## config.mk

```make
export PLATFORM = sky130hd
export DESIGN_NAME = hyperbus_wb_bridge_flat
export DESIGN_NICKNAME = d
export VERILOG_FILES = /design/src/rtl/hyperbus_pkg.sv /design/src/rtl/hyperbus_wb_bridge_if.sv /design/src/rtl/hyperbus_timeout.sv /design/src/rtl/hyperbus_wb_bridge.sv /design/src/flat_wrapper.sv
export SDC_FILE = /design/constraint.sdc
export NUM_CORES = 1
export LEC_CHECK = 0
export ABC_AREA = 1
export CORE_ASPECT_RATIO = 1.75
export CORE_UTILIZATION = 48
export DETAILED_ROUTE_END_ITERATION = 10
export PLACE_DENSITY = 0.92
export SETUP_SLACK_MARGIN = 0.2
export SKIP_LAST_GASP = 1
export SYNTH_ARGS = -nofsm -noshare
export SYNTH_HDL_FRONTEND = slang
export SYNTH_SLANG_ARGS = --single-unit
export TNS_END_PERCENT = 1
```

## constraint.sdc

```tcl
create_clock -name clk -period 4.3 [get_ports clk]
set_input_delay 1.075 -clock clk [delete_from_list [all_inputs] [get_ports clk]]
set_output_delay 1.075 -clock clk [all_outputs]
set_load 0.02 [all_outputs]
```

## src/rtl/hyperbus_pkg.sv

```systemverilog
// Shared types and constants for the Wishbone-to-HyperBus bridge.
// One-hot FSM state encoding, controller word width and idle mask.
package hyperbus_pkg;

   localparam int HB_WORD_WIDTH = 16;
   localparam logic [2:0] MASK_ALL = 3'b011;

   typedef enum logic [7:0] {
      S_IDLE   = 8'b0000_0001,
      S_WR0    = 8'b0000_0010,
      S_WR1    = 8'b0000_0100,
      S_WR_END = 8'b0000_1000,
      S_RD0    = 8'b0001_0000,
      S_RD1    = 8'b0010_0000,
      S_DONE   = 8'b0100_0000,
      S_ERR    = 8'b1000_0000
   } state_e;

endpackage

```

## src/rtl/hyperbus_wb_bridge_if.sv

```systemverilog
// Wishbone slave bus plus HyperBus controller request/response signals.
// slave: bridge view; master: bus master / controller view.
interface hyperbus_wb_bridge_if #(
   parameter int ADDR_LENGTH = 32
);
   import hyperbus_pkg::*;

   logic                     wb_cyc_i;
   logic                     wb_stb_i;
   logic                     wb_we_i;
   logic [31:0]              wb_adr_i;
   logic [31:0]              wb_dat_i;
   logic [3:0]               wb_sel_i;
   logic [31:0]              wb_dat_o;
   logic                     wb_ack_o;
   logic                     wb_err_o;
   logic [ADDR_LENGTH-1:0]   hb_adr_o;
   logic [HB_WORD_WIDTH-1:0] hb_dat_o;
   logic [2:0]               hb_mask_o;
   logic                     hb_reg_space_o;
   logic                     hb_wrq_o;
   logic                     hb_rrq_o;
   logic                     hb_ready_i;
   logic                     hb_valid_i;
   logic [HB_WORD_WIDTH-1:0] hb_dat_i;

   modport slave (
      input  wb_cyc_i, wb_stb_i, wb_we_i,
      input  wb_adr_i, wb_dat_i, wb_sel_i,
      output wb_dat_o, wb_ack_o, wb_err_o,
      output hb_adr_o, hb_dat_o, hb_mask_o,
      output hb_reg_space_o, hb_wrq_o, hb_rrq_o,
      input  hb_ready_i, hb_valid_i, hb_dat_i
   );

   modport master (
      output wb_cyc_i, wb_stb_i, wb_we_i,
      output wb_adr_i, wb_dat_i, wb_sel_i,
      input  wb_dat_o, wb_ack_o, wb_err_o,
      input  hb_adr_o, hb_dat_o, hb_mask_o,
      input  hb_reg_space_o, hb_wrq_o, hb_rrq_o,
      output hb_ready_i, hb_valid_i, hb_dat_i
   );

endinterface

```

## src/rtl/hyperbus_timeout.sv

```systemverilog
// Read timeout counter: clr_i zeroes, en_i counts up to TIMEOUT_CYCLES-1.
// Ports: clk, rstn, clr_i, en_i, tc_o (terminal count reached).
module hyperbus_timeout #(
   parameter int TIMEOUT_CYCLES = 64
) (
   input  logic clk,
   input  logic rstn,
   input  logic clr_i,
   input  logic en_i,
   output logic tc_o
);

   localparam int W = $clog2(TIMEOUT_CYCLES);

   logic [W-1:0] cnt_q;
   logic [W-1:0] cnt_d;

   assign tc_o = (cnt_q == W'(TIMEOUT_CYCLES - 1));

   always_comb begin
      cnt_d = cnt_q;
      if (clr_i)
         cnt_d = '0;
      else if (en_i && !tc_o)
         cnt_d = cnt_q + W'(1);
   end

   always_ff @(posedge clk or negedge rstn) begin
      if (!rstn)
         cnt_q <= '0;
      else
         cnt_q <= cnt_d;
   end

endmodule

```

## src/rtl/hyperbus_wb_bridge.sv

```systemverilog
// Wishbone 32-bit slave to HyperBus controller bridge (two 16-bit words).
// Ports: clk, rstn, bus (wishbone slave side + hyperbus controller side).
module hyperbus_wb_bridge
   import hyperbus_pkg::*;
#(
   parameter int ADDR_LENGTH    = 32,
   parameter int REG_SEL_BIT    = 31,
   parameter int TIMEOUT_CYCLES = 64
) (
   input logic                 clk,
   input logic                 rstn,
   hyperbus_wb_bridge_if.slave bus
);

   state_e                 state_q, state_d;
   logic [31:0]            dat_q, dat_d;
   logic [3:0]             sel_q, sel_d;
   logic [ADDR_LENGTH-1:0] adr_q, adr_d;
   logic                   reg_q, reg_d;
   logic                   wrq_q, wrq_d;
   logic                   rrq_q, rrq_d;
   logic                   ack_q, ack_d;
   logic                   err_q, err_d;
   logic [31:0]            rdat_q, rdat_d;
   logic                   lost_q, lost_d;
   logic                   tmr_clr, tmr_en, tmo;
   logic                   req, cyc_ok;
   logic [ADDR_LENGTH-1:0] word_adr;
   logic                   unused_adr_lsb;

   assign unused_adr_lsb = ^bus.wb_adr_i[1:0];

   // Byte address >> 1 with bit0 cleared: 32-bit access = 2 HB words.
   assign word_adr = {1'b0, bus.wb_adr_i[ADDR_LENGTH-1:2], 1'b0};

   assign req = bus.wb_cyc_i & bus.wb_stb_i & ~ack_q & ~err_q;

   // A master that let go of cyc at any point gets no response,
   // even if it raises cyc again before the HB transfer finishes.
   assign cyc_ok = bus.wb_cyc_i & ~lost_q;

   hyperbus_timeout #(
      .TIMEOUT_CYCLES(TIMEOUT_CYCLES)
   ) u_tmo (
      .clk  (clk),
      .rstn (rstn),
      .clr_i(tmr_clr),
      .en_i (tmr_en),
      .tc_o (tmo)
   );

   always_comb begin
      state_d = state_q;
      dat_d   = dat_q;
      sel_d   = sel_q;
      adr_d   = adr_q;
      reg_d   = reg_q;
      wrq_d   = wrq_q;
      rrq_d   = rrq_q;
      ack_d   = 1'b0;
      err_d   = 1'b0;
      rdat_d  = rdat_q;
      lost_d  = lost_q | (~bus.wb_cyc_i & (state_q != S_IDLE));
      tmr_clr = 1'b0;
      tmr_en  = 1'b0;
      bus.hb_dat_o  = '0;
      bus.hb_mask_o = MASK_ALL;
      unique case (state_q)
         S_IDLE: begin
            lost_d = 1'b0;
            if (req) begin
               dat_d = bus.wb_dat_i;
               sel_d = bus.wb_sel_i;
               adr_d = word_adr;
               reg_d = bus.wb_adr_i[REG_SEL_BIT];
               if (bus.wb_we_i) begin
                  wrq_d   = 1'b1;
                  state_d = S_WR0;
               end else begin
                  rrq_d   = 1'b1;
                  tmr_clr = 1'b1;
                  state_d = S_RD0;
               end
            end
         end
         S_WR0: begin
            bus.hb_dat_o  = dat_q[15:0];
            bus.hb_mask_o = {1'b0, ~sel_q[1], ~sel_q[0]};
            if (bus.hb_ready_i)
               state_d = S_WR1;
         end
         S_WR1: begin
            bus.hb_dat_o  = dat_q[31:16];
            bus.hb_mask_o = {1'b0, ~sel_q[3], ~sel_q[2]};
            wrq_d   = 1'b0;
            state_d = S_WR_END;
         end
         S_WR_END: begin
            ack_d   = cyc_ok;
            state_d = S_DONE;
         end
         S_RD0: begin
            tmr_en = 1'b1;
            if (tmo) begin
               rrq_d   = 1'b0;
               err_d   = cyc_ok;
               state_d = S_ERR;
            end else if (bus.hb_valid_i) begin
               rdat_d[15:0] = bus.hb_dat_i;
               state_d      = S_RD1;
            end
         end
         S_RD1: begin
            tmr_en = 1'b1;
            if (bus.hb_valid_i) begin
               rdat_d[31:16] = bus.hb_dat_i;
               rrq_d   = 1'b0;
               ack_d   = cyc_ok;
               state_d = S_DONE;
            end else if (tmo) begin
               rrq_d   = 1'b0;
               err_d   = cyc_ok;
               state_d = S_ERR;
            end
         end
         S_DONE:  state_d = S_IDLE;
         S_ERR:   state_d = S_IDLE;
         default: state_d = S_IDLE;
      endcase
   end

   always_ff @(posedge clk or negedge rstn) begin
      if (!rstn) begin
         state_q <= S_IDLE;
         dat_q   <= '0;
         sel_q   <= '0;
         adr_q   <= '0;
         reg_q   <= 1'b0;
         wrq_q   <= 1'b0;
         rrq_q   <= 1'b0;
         ack_q   <= 1'b0;
         err_q   <= 1'b0;
         rdat_q  <= '0;
         lost_q  <= 1'b0;
      end else begin
         state_q <= state_d;
         dat_q   <= dat_d;
         sel_q   <= sel_d;
         adr_q   <= adr_d;
         reg_q   <= reg_d;
         wrq_q   <= wrq_d;
         rrq_q   <= rrq_d;
         ack_q   <= ack_d;
         err_q   <= err_d;
         rdat_q  <= rdat_d;
         lost_q  <= lost_d;
      end
   end

   assign bus.wb_dat_o       = rdat_q;
   assign bus.wb_ack_o       = ack_q;
   assign bus.wb_err_o       = err_q;
   assign bus.hb_adr_o       = adr_q;
   assign bus.hb_reg_space_o = reg_q;
   assign bus.hb_wrq_o       = wrq_q;
   assign bus.hb_rrq_o       = rrq_q;

endmodule

```

## src/flat_wrapper.sv

```systemverilog
// flat-port wrapper written by rule: the top's interface ports become plain ports
module hyperbus_wb_bridge_flat import hyperbus_pkg::*;
#(
   parameter int ADDR_LENGTH    = 32,
   parameter int REG_SEL_BIT    = 31,
   parameter int TIMEOUT_CYCLES = 64
)
  (clk, rstn, bus_wb_cyc_i, bus_wb_stb_i, bus_wb_we_i, bus_wb_adr_i, bus_wb_dat_i, bus_wb_sel_i, bus_wb_dat_o, bus_wb_ack_o, bus_wb_err_o, bus_hb_adr_o, bus_hb_dat_o, bus_hb_mask_o, bus_hb_reg_space_o, bus_hb_wrq_o, bus_hb_rrq_o, bus_hb_ready_i, bus_hb_valid_i, bus_hb_dat_i);
  hyperbus_wb_bridge_if #(.ADDR_LENGTH(ADDR_LENGTH)) bus_i ();
  input logic clk;
  input logic rstn;
  input wire logic [$bits(bus_i.wb_cyc_i)-1:0] bus_wb_cyc_i;
  input wire logic [$bits(bus_i.wb_stb_i)-1:0] bus_wb_stb_i;
  input wire logic [$bits(bus_i.wb_we_i)-1:0] bus_wb_we_i;
  input wire logic [$bits(bus_i.wb_adr_i)-1:0] bus_wb_adr_i;
  input wire logic [$bits(bus_i.wb_dat_i)-1:0] bus_wb_dat_i;
  input wire logic [$bits(bus_i.wb_sel_i)-1:0] bus_wb_sel_i;
  output wire logic [$bits(bus_i.wb_dat_o)-1:0] bus_wb_dat_o;
  output wire logic [$bits(bus_i.wb_ack_o)-1:0] bus_wb_ack_o;
  output wire logic [$bits(bus_i.wb_err_o)-1:0] bus_wb_err_o;
  output wire logic [$bits(bus_i.hb_adr_o)-1:0] bus_hb_adr_o;
  output wire logic [$bits(bus_i.hb_dat_o)-1:0] bus_hb_dat_o;
  output wire logic [$bits(bus_i.hb_mask_o)-1:0] bus_hb_mask_o;
  output wire logic [$bits(bus_i.hb_reg_space_o)-1:0] bus_hb_reg_space_o;
  output wire logic [$bits(bus_i.hb_wrq_o)-1:0] bus_hb_wrq_o;
  output wire logic [$bits(bus_i.hb_rrq_o)-1:0] bus_hb_rrq_o;
  input wire logic [$bits(bus_i.hb_ready_i)-1:0] bus_hb_ready_i;
  input wire logic [$bits(bus_i.hb_valid_i)-1:0] bus_hb_valid_i;
  input wire logic [$bits(bus_i.hb_dat_i)-1:0] bus_hb_dat_i;
  assign bus_i.wb_cyc_i = bus_wb_cyc_i;
  assign bus_i.wb_stb_i = bus_wb_stb_i;
  assign bus_i.wb_we_i = bus_wb_we_i;
  assign bus_i.wb_adr_i = bus_wb_adr_i;
  assign bus_i.wb_dat_i = bus_wb_dat_i;
  assign bus_i.wb_sel_i = bus_wb_sel_i;
  assign bus_wb_dat_o = bus_i.wb_dat_o;
  assign bus_wb_ack_o = bus_i.wb_ack_o;
  assign bus_wb_err_o = bus_i.wb_err_o;
  assign bus_hb_adr_o = bus_i.hb_adr_o;
  assign bus_hb_dat_o = bus_i.hb_dat_o;
  assign bus_hb_mask_o = bus_i.hb_mask_o;
  assign bus_hb_reg_space_o = bus_i.hb_reg_space_o;
  assign bus_hb_wrq_o = bus_i.hb_wrq_o;
  assign bus_hb_rrq_o = bus_i.hb_rrq_o;
  assign bus_i.hb_ready_i = bus_hb_ready_i;
  assign bus_i.hb_valid_i = bus_hb_valid_i;
  assign bus_i.hb_dat_i = bus_hb_dat_i;
  hyperbus_wb_bridge #(.ADDR_LENGTH(ADDR_LENGTH), .REG_SEL_BIT(REG_SEL_BIT), .TIMEOUT_CYCLES(TIMEOUT_CYCLES)) u_core (.clk(clk), .rstn(rstn), .bus(bus_i));
endmodule
```

# Word level (Yosys, flattened, before mapping)
# Cells that the tools add are included.
[totals]
ram_bits = 0
out_inout_bits = 88
in_bits = 91
latchBits = 0
elab_cells = 85
ff_bits = 118
memories = 0
rom_bits = 0
[op_classes]
n_lt_le_gt_ge = 0
n_addsub = 1
div = 0
n_reduce_logical = 12
mul = 0
shifts = 0
n_mux = 30
n_bitwise = 15
eq_ne = 14
[ops]
columns = ["op", "n"]
rows = [
  ["$mux 8", 6],
  ["$pmux 8 s6", 1],
  ["$pmux 16 s2", 1],
  ["$mux 1", 14],
  ["$mux 6", 2],
  ["$not 1->1", 9],
  ["$reduce_and 3->1", 3],
  ["$eq 8x1->1 const B", 1],
  ["$eq 8x2->1 const B", 1],
  ["$eq 8x3->1 const B", 1],
  ["$eq 8x4->1 const B", 1],
  ["$eq 8x5->1 const B", 1],
  ["$eq 8x6->1 const B", 1],
  ["$ne 8x1->1 const B", 1],
  ["$add 6x1->6 const B", 1],
  ["$eq 6x6->1 const B", 1],
  ["$ne 2x2->1 const B", 3],
  ["$ne 3x3->1 const B", 2],
  ["$pmux 1 s2", 3],
  ["$and 1x1->1", 5],
  ["$mux 5", 1],
  ["$pmux 2 s2", 1],
  ["$reduce_and 2->1", 2],
  ["$reduce_and 4->1", 1],
  ["other kinds (8)", 9],
]

# Logic depth before layout (Yosys ltp)
# Gate-level depths: netlist of the first run.
[logic_depth]
ltp_word = 6
ltp_mapped = 10

# Hierarchy
# A second synthesis of the first run with hierarchy kept.
[hier_totals]
cells_unflattened = 584
area_unflattened_um2 = 5106.1
[modules_own_cells]
columns = ["module", "instances", "cells_per_inst", "seq_area_each_um2", "area_per_inst_um2"]
rows = [
  ["hyperbus_wb_bridge", 1, 531, 2778.9, 4707.0],
  ["hyperbus_timeout", 1, 53, 150.1, 399.1],
]

# Worst setup path before layout of the first run
# No wires, ideal clock.
[synth_timing]
path_type = "register to output"
start = "register u_core.state_q[5]"
end = "output bus_hb_dat_o[0]"
stages_incl_launch_ff = 8
t_required_ns = 3.225
t_arrival_ns = 1.372
n_path_buf = 1
slack_ns = 1.853
path_cell_list = "dfrtp_1 inv_1 nand2_1 nor2_4 nand2_1 inv_1 buf_2 a22o_1"
[synth_between]
elab_chain_cells = 2
[synth_rtl]
columns = ["item", "line_no", "source"]
rows = [
  ["from (decl)", "hyperbus_wb_bridge.sv:15", "state_e state_q, state_d;"],
  ["from (signal assigned)", "hyperbus_wb_bridge.sv:146", "state_q <= state_d;"],
  ["$eq 8x3->1 or $eq 8x2->1 (tied branches)", "hyperbus_wb_bridge.sv:68", "unique case (state_q)"],
  ["$pmux 16 s2 (*)", "hyperbus_wb_bridge.sv:68", ""],
  ["to (decl)", "flat_wrapper.sv:22", "output wire logic [$bits(bus_i.hb_dat_o)-1:0] bus_hb_dat_o;"],
]
# Mark *: on every way between the ends. The rest lies on a longest branch, timed or not.

# Worst setup path in the final report of the first run
[layout_timing]
start = "register u_core.state_q[4]"
end = "output bus_hb_dat_o[1]"
# The elaborated chain is that of the path after synthesis.

==> impl_metrics.env, run 1 <==
export IMPL_status="completed"
export IMPL_insertion_delay_ns=0.41
export IMPL_diodes=0
export IMPL_fmax_mhz=265
export IMPL_ctsHoldBuffers=0
export IMPL_min_period_ns=3.77
export IMPL_clk_pin_slew_ns=0.05
export IMPL_multi_input_area_um2=1660
export IMPL_p_switching_uw=1730
export IMPL_placedCellCount=849
export IMPL_fin_setup_tns_ns=0
export IMPL_synthCells=572
export IMPL_gp_congestion=0.821
export IMPL_wl_mm=13.0
export IMPL_postCtsSetupBuffers=0
export IMPL_cap_violations=0
export IMPL_synth_top_area_share_pct=58.9
export IMPL_worst_slack_ns=0.531
export IMPL_ir_drop_mv=0.416
export IMPL_hold_ws_ns=0.468
export IMPL_synthTopCellsByArea="dfrtp_1, nand2_1, inv_1, a22o_1, o21ai_0"
export IMPL_numCtsBuffers=17
export IMPL_leakagePower_uw=0.00367
export IMPL_hpwl_mm=8.94
export IMPL_die_h_um=136
export IMPL_drive_gt1_share_pct=6.22
export IMPL_htree_num_levels=4
export IMPL_design_die_area_um2=10700
export IMPL_antenna_found_initial=0
export IMPL_setup_violations=0
export IMPL_synth_cell_types=27
export IMPL_dp_slack_ns=0.959
export IMPL_layoutNonFillerInstCount=881
export IMPL_yosys_register_bits=117
export IMPL_via_per_inst=5.01
export IMPL_rsz0062_at_grt="no"
export IMPL_grt_usage_pct=25.3
export IMPL_cts_root_buf="clkbuf_16"
export IMPL_syn2layout_area_growth_pct=48.0
export IMPL_cp_required_ns=3.22
export IMPL_drtPass1Iterations=5
export IMPL_layout_nets=835
export IMPL_arrival_ns=2.69
export IMPL_drv_slew=0
export IMPL_cts_tree="done"
export IMPL_synthesis_area_um2=4930
export IMPL_final_hold_viol_count=0
export IMPL_skew_ns=0.00763
export IMPL_power_frac_seq_pct=36.1
export IMPL_p_per_area_nw_per_um2=692
export IMPL_drc_errors=0
export IMPL_yosysTopAreaCell="dfrtp_1"
export IMPL_core_region_area_um2=9910
export IMPL_register_area_um2=2930
export IMPL_grt_pass1_vias=4492
export IMPL_seq_area_frac_synth_pct=59.4
export IMPL_routedWlPerCell_um=14.8
export IMPL_drtIter0Drc=252
export IMPL_path_max_fanout=16
export IMPL_worst_slew_pin_transition_ns=1.11
export IMPL_internal_power_uw=3320
export IMPL_comb_power_share_pct=35.0
export IMPL_vias=4415
export IMPL_worstSetupPathType="reg -> out"
export IMPL_cts_resized_gates=0
export IMPL_crit_path_end_kind="primary output"
export IMPL_start_kind="flop"
export IMPL_boundaryPins=179
export IMPL_start_util_pct=49.7
export IMPL_clockBufferDepth=2
export IMPL_synth_warnings=0
export IMPL_switching_share_pct=34.3
export IMPL_grt_max_degree=70
export IMPL_clockPowerShare_pct=29.0
export IMPL_fillCellCount=698
export IMPL_hold_path_class="reg -> reg"
export IMPL_port_buffers=173
export IMPL_dieWidth_um=78.6
export IMPL_cts_sinks=117
export IMPL_syn_avg_cell_area_um2=8.61
export IMPL_max_slew_margin_pct=25.8
export IMPL_rows=48
export IMPL_antenna_left=0
export IMPL_globalRouteOverflowTotal=0
export IMPL_grt_first_pass_wirelength_mm=20.8
export IMPL_fin_crit_sh_pct=87.7
cells in the mapped netlist (all sizes together):
master  number
a211oi       1
dfstp        1
nor3         1
ha           1
o21a         1
inv         46
nand2      275
buf         21
clkbuf       5
nand3       15
nand3b       1
xnor2        1
dfrtp      116
a22o        16
a21oi        2
xor2         2
conb         1
o21ai       40
nor2        23
nand4        3
worst max-delay path, cell delays in order, from the launching register on:
cell	delay, ns
dfrtp_1	0.40
inv_2	0.06
nand2_1	0.08
nor2_4	0.18
nand2_1	0.17
inv_1	0.49
a22o_1	0.25
clkdlybuf4s50_1	0.63
cells by family (layout without fill, tap and decap cells):
logic type / count (synthesis) / in the layout / share of synthesized area, %
AND/OR/NAND/NOR: 318 / 318 / 25.3
adder cells (fa/ha/maj): 1 / 1 / 0.254
flip-flops: 117 / 117 / 59.4
other: 1 / 3 / 0.0761
XOR/XNOR: 3 / 3 / 0.533
buffers and inverters: 72 / 254 / 6.96
AO/OA/AOI/OAI: 60 / 60 / 7.42
layout make-up:
type | instances | area share [%]
Clock inverter | 8 | 1.65
Timing Repair Buffer | 176 | 24.0
Multi-Input combinational cell | 385 | 22.8
Tap cell | 125 | 2.14
Sequential cell | 117 | 40.2
Clock buffer | 24 | 6.88
Inverter | 46 | 2.37
power groups by stage:
stage / sequential, uW / combinational, uW / clock [uW]
after floorplan: 2090 / 654 / 0
after global placement: 1790 / 1690 / 0
after detailed placement: 1820 / 1770 / 0
after CTS: 1810 / 1780 / 1470
after global routing: 1860 / 1930 / 1520
final: 1820 / 1770 / 1460
registers in the layout (all words and copies together), names as in the netlist:
register             count
u_core.dat_q            32
u_core.bus.hb_adr_o     30
u_core.sel_q             4
u_core.bus.hb_wrq_o      1
u_core.bus.wb_err_o      1
u_core.bus.hb_rrq_o      1
u_core.u_tmo.cnt_q       6
u_core.lost_q            1
u_core.bus.wb_dat_o     32
u_core.state_q           8
u_core.bus.wb_ack_o      1
stage by stage:
stage / total power, uW / instance area, um^2 / util (%)
after floorplan: 2750 / 4930 / -
after global placement: 3480 / 6670 / 67.3
after detailed placement: 3590 / 6670 / 67.3
after CTS: 5070 / 7290 / 73.6
after global routing: 5310 / 7290 / 73.6
final: 5050 / 7290 / 73.6
final timing paths:
path	start	depth (start not counted)	to	slack, ns
max in group asynchronous	rstn	2	u_core.bus.wb_dat_o[0]	2.62
hold reg to reg	u_core.bus.hb_adr_o[3]	2	u_core.bus.hb_adr_o[3]	0.47
hold / removal	u_core.bus.hb_adr_o[3]	2	u_core.bus.hb_adr_o[3]	0.47
setup reg to reg	u_core.u_tmo.cnt_q[0]	8	u_core.bus.wb_dat_o[13]	1.95
min in group asynchronous	rstn	1	u_core.bus.hb_adr_o[24]	0.72
setup / recovery	u_core.state_q[4]	7	bus_hb_dat_o[1]	0.53
cells in the final DEF (no fill, tap or decap), types with 2 or more instances in the layout:
cell	instances
nand2_1	273
clkdlybuf4s50_1	172
dfrtp_1	116
inv_1	39
o21ai_0	24
nor2_1	20
clkbuf_16	17
a22o_1	16
o21ai_1	16
nand3_1	15
inv_2	7
clkbuf_8	5
buf_4	4
nand4_1	3
conb_1	3
bufinv_16	3
clkinv_2	3
nand2_2	2
nor2_4	2
a21oi_1	2
xor2_1	2
clkinvlp_4	2
clkbuf_1	2
per-layer routing:
| metal | up-vias | global-route usage (%) | share of wire [%] |
|---|---|---|---|
| met1 | 2098 | 27.2 | 37 |
| met5 | - | 0 | 0 |
| met3 | 34 | 5.64 | 4.9 |
| met2 | 174 | 46.5 | 55 |
| met4 | 0 | 11.3 | 2.9 |
| li1 | 2109 | - | - |
(Power assumes the default switching activity.)
==> run 2: changes to the inputs <==
CORE_UTILIZATION = 49   (was 48)
PLACE_DENSITY = 0.93   (was 0.92)
SYNTH_HIERARCHICAL = 1   (was unset)
==> run 2 against run 1 <==
Effect of this change:
- synthesized cell count increased by 2.1%
- sequential cell count unchanged
- via count increased by 2.7%
- first-iteration DRC count increased by 23%
- fmax increased by 4.6%
- clock-buffer cell count decreased by 3
- hold slack improved by 0.011 ns
- power increased by 3.6%
- critical path type unchanged
- largest cell class unchanged
==> impl_metrics.env, run 2 <==
export IMPL_numCtsBuffers=17
export IMPL_fin_setup_tns_ns=0
export IMPL_start_util_pct=50.2
export IMPL_die_h_um=137
export IMPL_crit_chain="nor2_2, nand3_1, nor2_4, inv_1, o211ai_1, clkdlybuf4s50_1"
export IMPL_clockBufferDepth=2
export IMPL_grtUsageMet2_pct=43.7
export IMPL_grt_max_degree=68
export IMPL_skew_ns=0.00751
export IMPL_yosysMostFrequentCell="nand2_1"
export IMPL_final_common_cell="nand2_1"
export IMPL_yosys_area_share_adder_pct=0.245
export IMPL_clk_pin_slew_ns=0.06
export IMPL_worst_slew_pin_transition_ns=1.18
export IMPL_port_buffers=173
export IMPL_grt_pass1_vias=4528
export IMPL_routedWlPerCell_um=15.0
export IMPL_boundaryPins=179
export IMPL_path_max_fanout=19
export IMPL_crit_path_end_kind="primary output"
export IMPL_cap_violations=0
export IMPL_gp_congestion=0.868
export IMPL_critPathSlowestCell="clkdlybuf4s50_1"
export IMPL_start_kind="flop"
export IMPL_synth_xor_area_share_pct=0
export IMPL_synth_top_area_share_pct=56.8
export IMPL_grt_first_pass_wirelength_mm=21.1
export IMPL_arrival_ns=2.53
export IMPL_multi_input_area_um2=1800
export IMPL_globalRouteOverflowTotal=0
export IMPL_ctsHoldBuffers=0
export IMPL_seq_area_frac_synth_pct=57.4
export IMPL_design_area_um2=7440
export IMPL_antenna_left=0
export IMPL_grtUsageMet3_pct=7.87
export IMPL_p_per_area_nw_per_um2=703
export IMPL_rsz0062_at_grt="no"
export IMPL_htree_num_levels=4
export IMPL_synth_warnings=6
export IMPL_synthSimpleGateAreaFrac_pct=27.8
export IMPL_synthCells=584
export IMPL_place_area_um2=6830
export IMPL_ir_drop_mv=0.461
export IMPL_wl_mm=13.4
export IMPL_fin_crit_sh_pct=83.8
export IMPL_rows=49
export IMPL_cts_root_buf="clkbuf_16"
export IMPL_design_die_area_um2=10800
export IMPL_max_slew_margin_pct=21.2
export IMPL_min_period_ns=3.60
export IMPL_busiest_layer="met2"
export IMPL_worstSetupPathType="reg -> out"
export IMPL_cts_resized_gates=0
export IMPL_most_common_layout_cells="nand2_1, clkdlybuf4s50_1, dfrtp_1"
export IMPL_synth_top_family_by_area="simple AND/OR/NAND/NOR gates"
export IMPL_drv_slew=0
export IMPL_drtPass1Iterations=5
export IMPL_drtIter0Drc=310
export IMPL_core_region_area_um2=10200
export IMPL_yosys_register_bits=117
export IMPL_setup_violations=0
export IMPL_hpwl_mm=9.18
export IMPL_final_hold_viol_count=0
export IMPL_layout_nets=847
export IMPL_hold_path_class="reg -> reg"
export IMPL_synth_edf_count=0
export IMPL_leakagePower_uw=0.00371
export IMPL_antenna_found_initial=0
export IMPL_synth_compound_area_share_pct=6.86
export IMPL_yosysTopAreaCell="dfrtp_1"
export IMPL_cts_sinks=117
export IMPL_syn_avg_cell_area_um2=8.74
export IMPL_grt_usage_pct=25.6
export IMPL_synthesis_area_um2=5110
export IMPL_drc_errors=0
export IMPL_status="completed"
export IMPL_via_per_inst=5.07
export IMPL_dieWidth_um=79.2
export IMPL_cts_tree="done"
export IMPL_met1_usage_pct=27.1
export IMPL_cp_required_ns=3.22
export IMPL_syn2layout_area_growth_pct=45.8
export IMPL_fmax_mhz=277
export IMPL_insertion_delay_ns=0.41
export IMPL_fillCellCount=715
export IMPL_postCtsSetupBuffers=0
export IMPL_register_area_um2=2930
export IMPL_drive_gt1_share_pct=9.51
export IMPL_vias=4534
export IMPL_synth_commonest_cells="nand2_1, dfrtp_1, inv_1, nor2_1, o21ai_0"
export IMPL_synthMuxAreaShare_pct=0
export IMPL_async_reset_ff_share_pct=100
export IMPL_synthTopCellsByArea="dfrtp_1, nand2_1, inv_1, a22o_1, o21ai_0"
export IMPL_max_stage_delay_ns=0.66
export IMPL_synth_top_flop_cell="dfrtp_1"
export IMPL_synth_cell_types=32
export IMPL_diodes=0
-- run 2: logic make-up (layout without fill, tap and decap cells) --
kind of cell	after synthesis	in the layout
other	1	3
AOI/OAI and AO/OA	56	56
buffers and inverters	76	258
adders and majority gates	1	1
and+or+nand+nor	333	333
DFF	117	117
-- run 2: area by class of cell --
cell class                      instances  share of cell area [%]
Clock buffer                           21                    6.32
Clock inverter                         11                    1.98
Inverter                               50                    2.56
Multi-Input combinational cell        393                    24.1
Sequential cell                       117                    39.4
Tap cell                              127                    2.13
Timing Repair Buffer                  176                    23.5
-- run 2: metal layers --
layer	vias up	wire [um]
li1	2145	-
met1	2165	4850
met2	174	7230
met3	50	677
met4	0	623
met5	-	0
-- run 2: worst max-delay path: cells and delay by family (launching register included) --
kind / cells / cell delay, ns
simple gates: 3 / 0.70
buf+inv: 2 / 0.83
compound gates: 1 / 0.19
flops: 1 / 0.40
-- run 2: power by group --
part           total, uW  switching, uW  leakage [uW]  internal (uW)
Combinational       1910           1060       0.00193            851
Clock               1460            502      0.000292            959
Sequential          1860            282       0.00149           1580
Total               5230           1840       0.00371           3390
-- run 2: path summary, 6_finish.rpt --
path / start / cells after the start / end / slack [ns]
setup / recovery: u_core/state_q[1] / 6 / bus_hb_mask_o[1] / 0.70
hold / removal: u_core/bus.hb_adr_o[19] / 2 / u_core/bus.hb_adr_o[19] / 0.48
min in group asynchronous: rstn / 1 / u_core/dat_q[3] / 0.77
setup reg to reg: u_core/state_q[3] / 6 / u_core/bus.hb_adr_o[26] / 2.14
hold reg to reg: u_core/bus.hb_adr_o[19] / 2 / u_core/bus.hb_adr_o[19] / 0.48
max in group asynchronous: rstn / 2 / u_core/bus.hb_reg_space_o / 2.61
-- run 2: metrics by stage --
step           utilization (%)  setup slack (ns)  hold slack, ns  power, uW  std cells
3_3_place_gp              67.1              1.14           0.458       3660        863
2_1_floorplan                -              1.91           0.441       2890        586
5_1_grt                   73.1             0.509           0.499       5510        895
6_report                  73.1             0.696           0.479       5230        895
4_1_cts                   73.1             0.691           0.481       5260        895
3_5_place_dp              67.1              1.12           0.464       3760        863
==> run 3: changes to the inputs <==
CORE_UTILIZATION = 41   (was 49)
PLACE_DENSITY = 0.84   (was 0.93)
clock period = 3.3 ns   (was 4.3 ns; I/O delays follow)
==> run 3 against run 2 <==
Effect of this change:
- non-clock buffer count is 2 higher
- cell count is 4.4% higher
- largest cell class unchanged
- clock power grew 32%
- sequential cell count unchanged
==> impl_metrics.env, run 3 (synthesis gave the netlist of run 2 again) <==
export IMPL_status="completed"
export IMPL_port_buffers=173
export IMPL_hpwl_mm=8.67
export IMPL_multi_input_area_um2=1800
export IMPL_fin_setup_tns_ns=0
export IMPL_diodes=0
export IMPL_htree_num_levels=4
export IMPL_p_per_area_nw_per_um2=902
export IMPL_fillCellCount=1064
export IMPL_worstSetupPathType="reg -> out"
export IMPL_hold_ws_ns=0.477
export IMPL_crit_path_end_kind="primary output"
export IMPL_via_per_inst=4.59
export IMPL_final_common_cell="nand2_1"
export IMPL_antenna_left=0
export IMPL_die_h_um=150
export IMPL_grt_max_degree=118
export IMPL_hold_depth=2
export IMPL_hold_path_class="reg -> reg"
export IMPL_syn2layout_area_growth_pct=47.9
export IMPL_arrival_ns=2.33
export IMPL_drtPass1Iterations=6
export IMPL_leakagePower_uw=0.00373
export IMPL_rsz0062_at_grt="yes"
export IMPL_final_core_util_pct=62.6
export IMPL_drive_gt1_share_pct=9.62
export IMPL_fmax_mhz=317
export IMPL_core_region_area_um2=12100
export IMPL_boundaryPins=179
export IMPL_worst_slew_pin_transition_ns=0.631
export IMPL_globalRouteOverflowTotal=0
export IMPL_cap_violations=0
export IMPL_cts_root_buf="clkbuf_16"
export IMPL_ctsHoldBuffers=0
export IMPL_r2r_end="u_core/bus.wb_dat_o[5]"
export IMPL_min_delay_worst_endpoint="u_core/sel_q[1]"
export IMPL_clockBufferDepth=2
export IMPL_most_common_layout_cells="nand2_1, clkdlybuf4s50_1, dfrtp_1"
export IMPL_grt_usage_pct=20.7
export IMPL_crit_chain="nor2_2, nand3_1, nor2_4, buf_4, a22o_1, clkdlybuf4s50_1"
export IMPL_min_period_ns=3.15
export IMPL_finalPower_uw=6810
export IMPL_grt_pass1_vias=4258
export IMPL_hp_start="u_core/sel_q[1]"
export IMPL_register_area_um2=2930
export IMPL_max_slew_margin_pct=57.9
export IMPL_skew_ns=0.0101
export IMPL_postCtsSetupBuffers=0
export IMPL_cp_required_ns=2.47
export IMPL_antenna_found_initial=0
export IMPL_wl_mm=12.8
export IMPL_critPathSlowestCell="clkdlybuf4s50_1"
export IMPL_setup_violations=0
export IMPL_start_util_pct=42.3
export IMPL_drv_slew=0
export IMPL_cts_sinks=117
export IMPL_rows=53
export IMPL_final_hold_viol_count=0
export IMPL_design_die_area_um2=12900
export IMPL_gp_congestion=0.819
export IMPL_start_kind="flop"
export IMPL_drtIter0Drc=188
export IMPL_drc_errors=0
export IMPL_max_stage_delay_ns=0.62
export IMPL_dieWidth_um=86.4
export IMPL_numCtsBuffers=17
export IMPL_worst_r2r_cell_count=8
export IMPL_path_max_fanout=16
export IMPL_r2r_setup_slack_ns=1.20
export IMPL_clk_pin_slew_ns=0.06
export IMPL_dp_slack_ns=0.473
export IMPL_insertion_delay_ns=0.40
export IMPL_ir_drop_mv=0.445
export IMPL_cts_tree="done"
export IMPL_fin_crit_sh_pct=95.5
export IMPL_r2r_start="u_core/u_tmo/cnt_q[0]"
export IMPL_worst_slack_ns=0.149
export IMPL_routedWlPerCell_um=13.7
export IMPL_vias=4284
export IMPL_grt_first_pass_wirelength_mm=20.4
export IMPL_layout_nets=849
run 3: changes by cell type in the layout (fill, tap and decap cells not counted), sizes merged:
| cell | previous run | this run |
|---|---|---|
| buf | 4 | 6 |
| clkbuf | 21 | 19 |
| clkdlybuf4s50 | 172 | 170 |
| bufinv | 3 | 4 |
| dlygate4sd2 | 0 | 1 |
| dlymetal6s2s | 0 | 1 |
run 3: critical path, delay by kind of cell (launching register included):
family	cells	cell delay (ns)
flip-flops	1	0.42
buffers and inverters	2	0.87
AND/OR/NAND/NOR	3	0.45
AO/OA/AOI/OAI	1	0.17
run 3: final cells by class:
type,count,area share (%)
clock inverter,12,2.35
timing repair buffer,178,23.9
clock buffer,19,5.87
tap,165,2.73
multi-input combinational,393,23.8
sequential,117,38.8
inverter,50,2.55
run 3: repair_timing:
item,in CTS,in global routing
gates cloned,0,0
setup endpoints to repair,18,17
gates resized for setup,2,1
run 3: worst max path at each step:
stage                            startpoint          endpoint  slack, ns  depth (start not counted)
final                     u_core/state_q[1]   bus_hb_dat_o[9]       0.15                          6
after global routing      u_core/state_q[4]  bus_hb_dat_o[11]       0.02                          7
after CTS                 u_core/state_q[4]  bus_hb_mask_o[1]       0.10                          7
after detailed placement  u_core/state_q[4]  bus_hb_mask_o[0]       0.47                          9
after global placement    u_core/state_q[4]  bus_hb_mask_o[1]       0.48                          9
after floorplan           u_core/state_q[1]  bus_hb_mask_o[0]       1.16                          5
run 3: per-layer routing:
layer	GRT usage, %	vias up	wire length (um)
met5	0	-	0
met4	9.58	0	332
met3	4.14	24	400
met2	38.2	108	7230
met1	22.2	2009	4850
li1	-	2143	-
run 3: where the power goes:
part | total, uW | switching, uW | internal [uW]
Combinational | 2480 | 1360 | 1120
Sequential | 2400 | 343 | 2060
Clock | 1930 | 652 | 1280
run 3: through the flow:
stage	cells	area, um^2
final	934	7550
after global routing	934	7550
after CTS	934	7550
after detailed placement	903	6930
after global placement	903	6930
after floorplan	586	5110
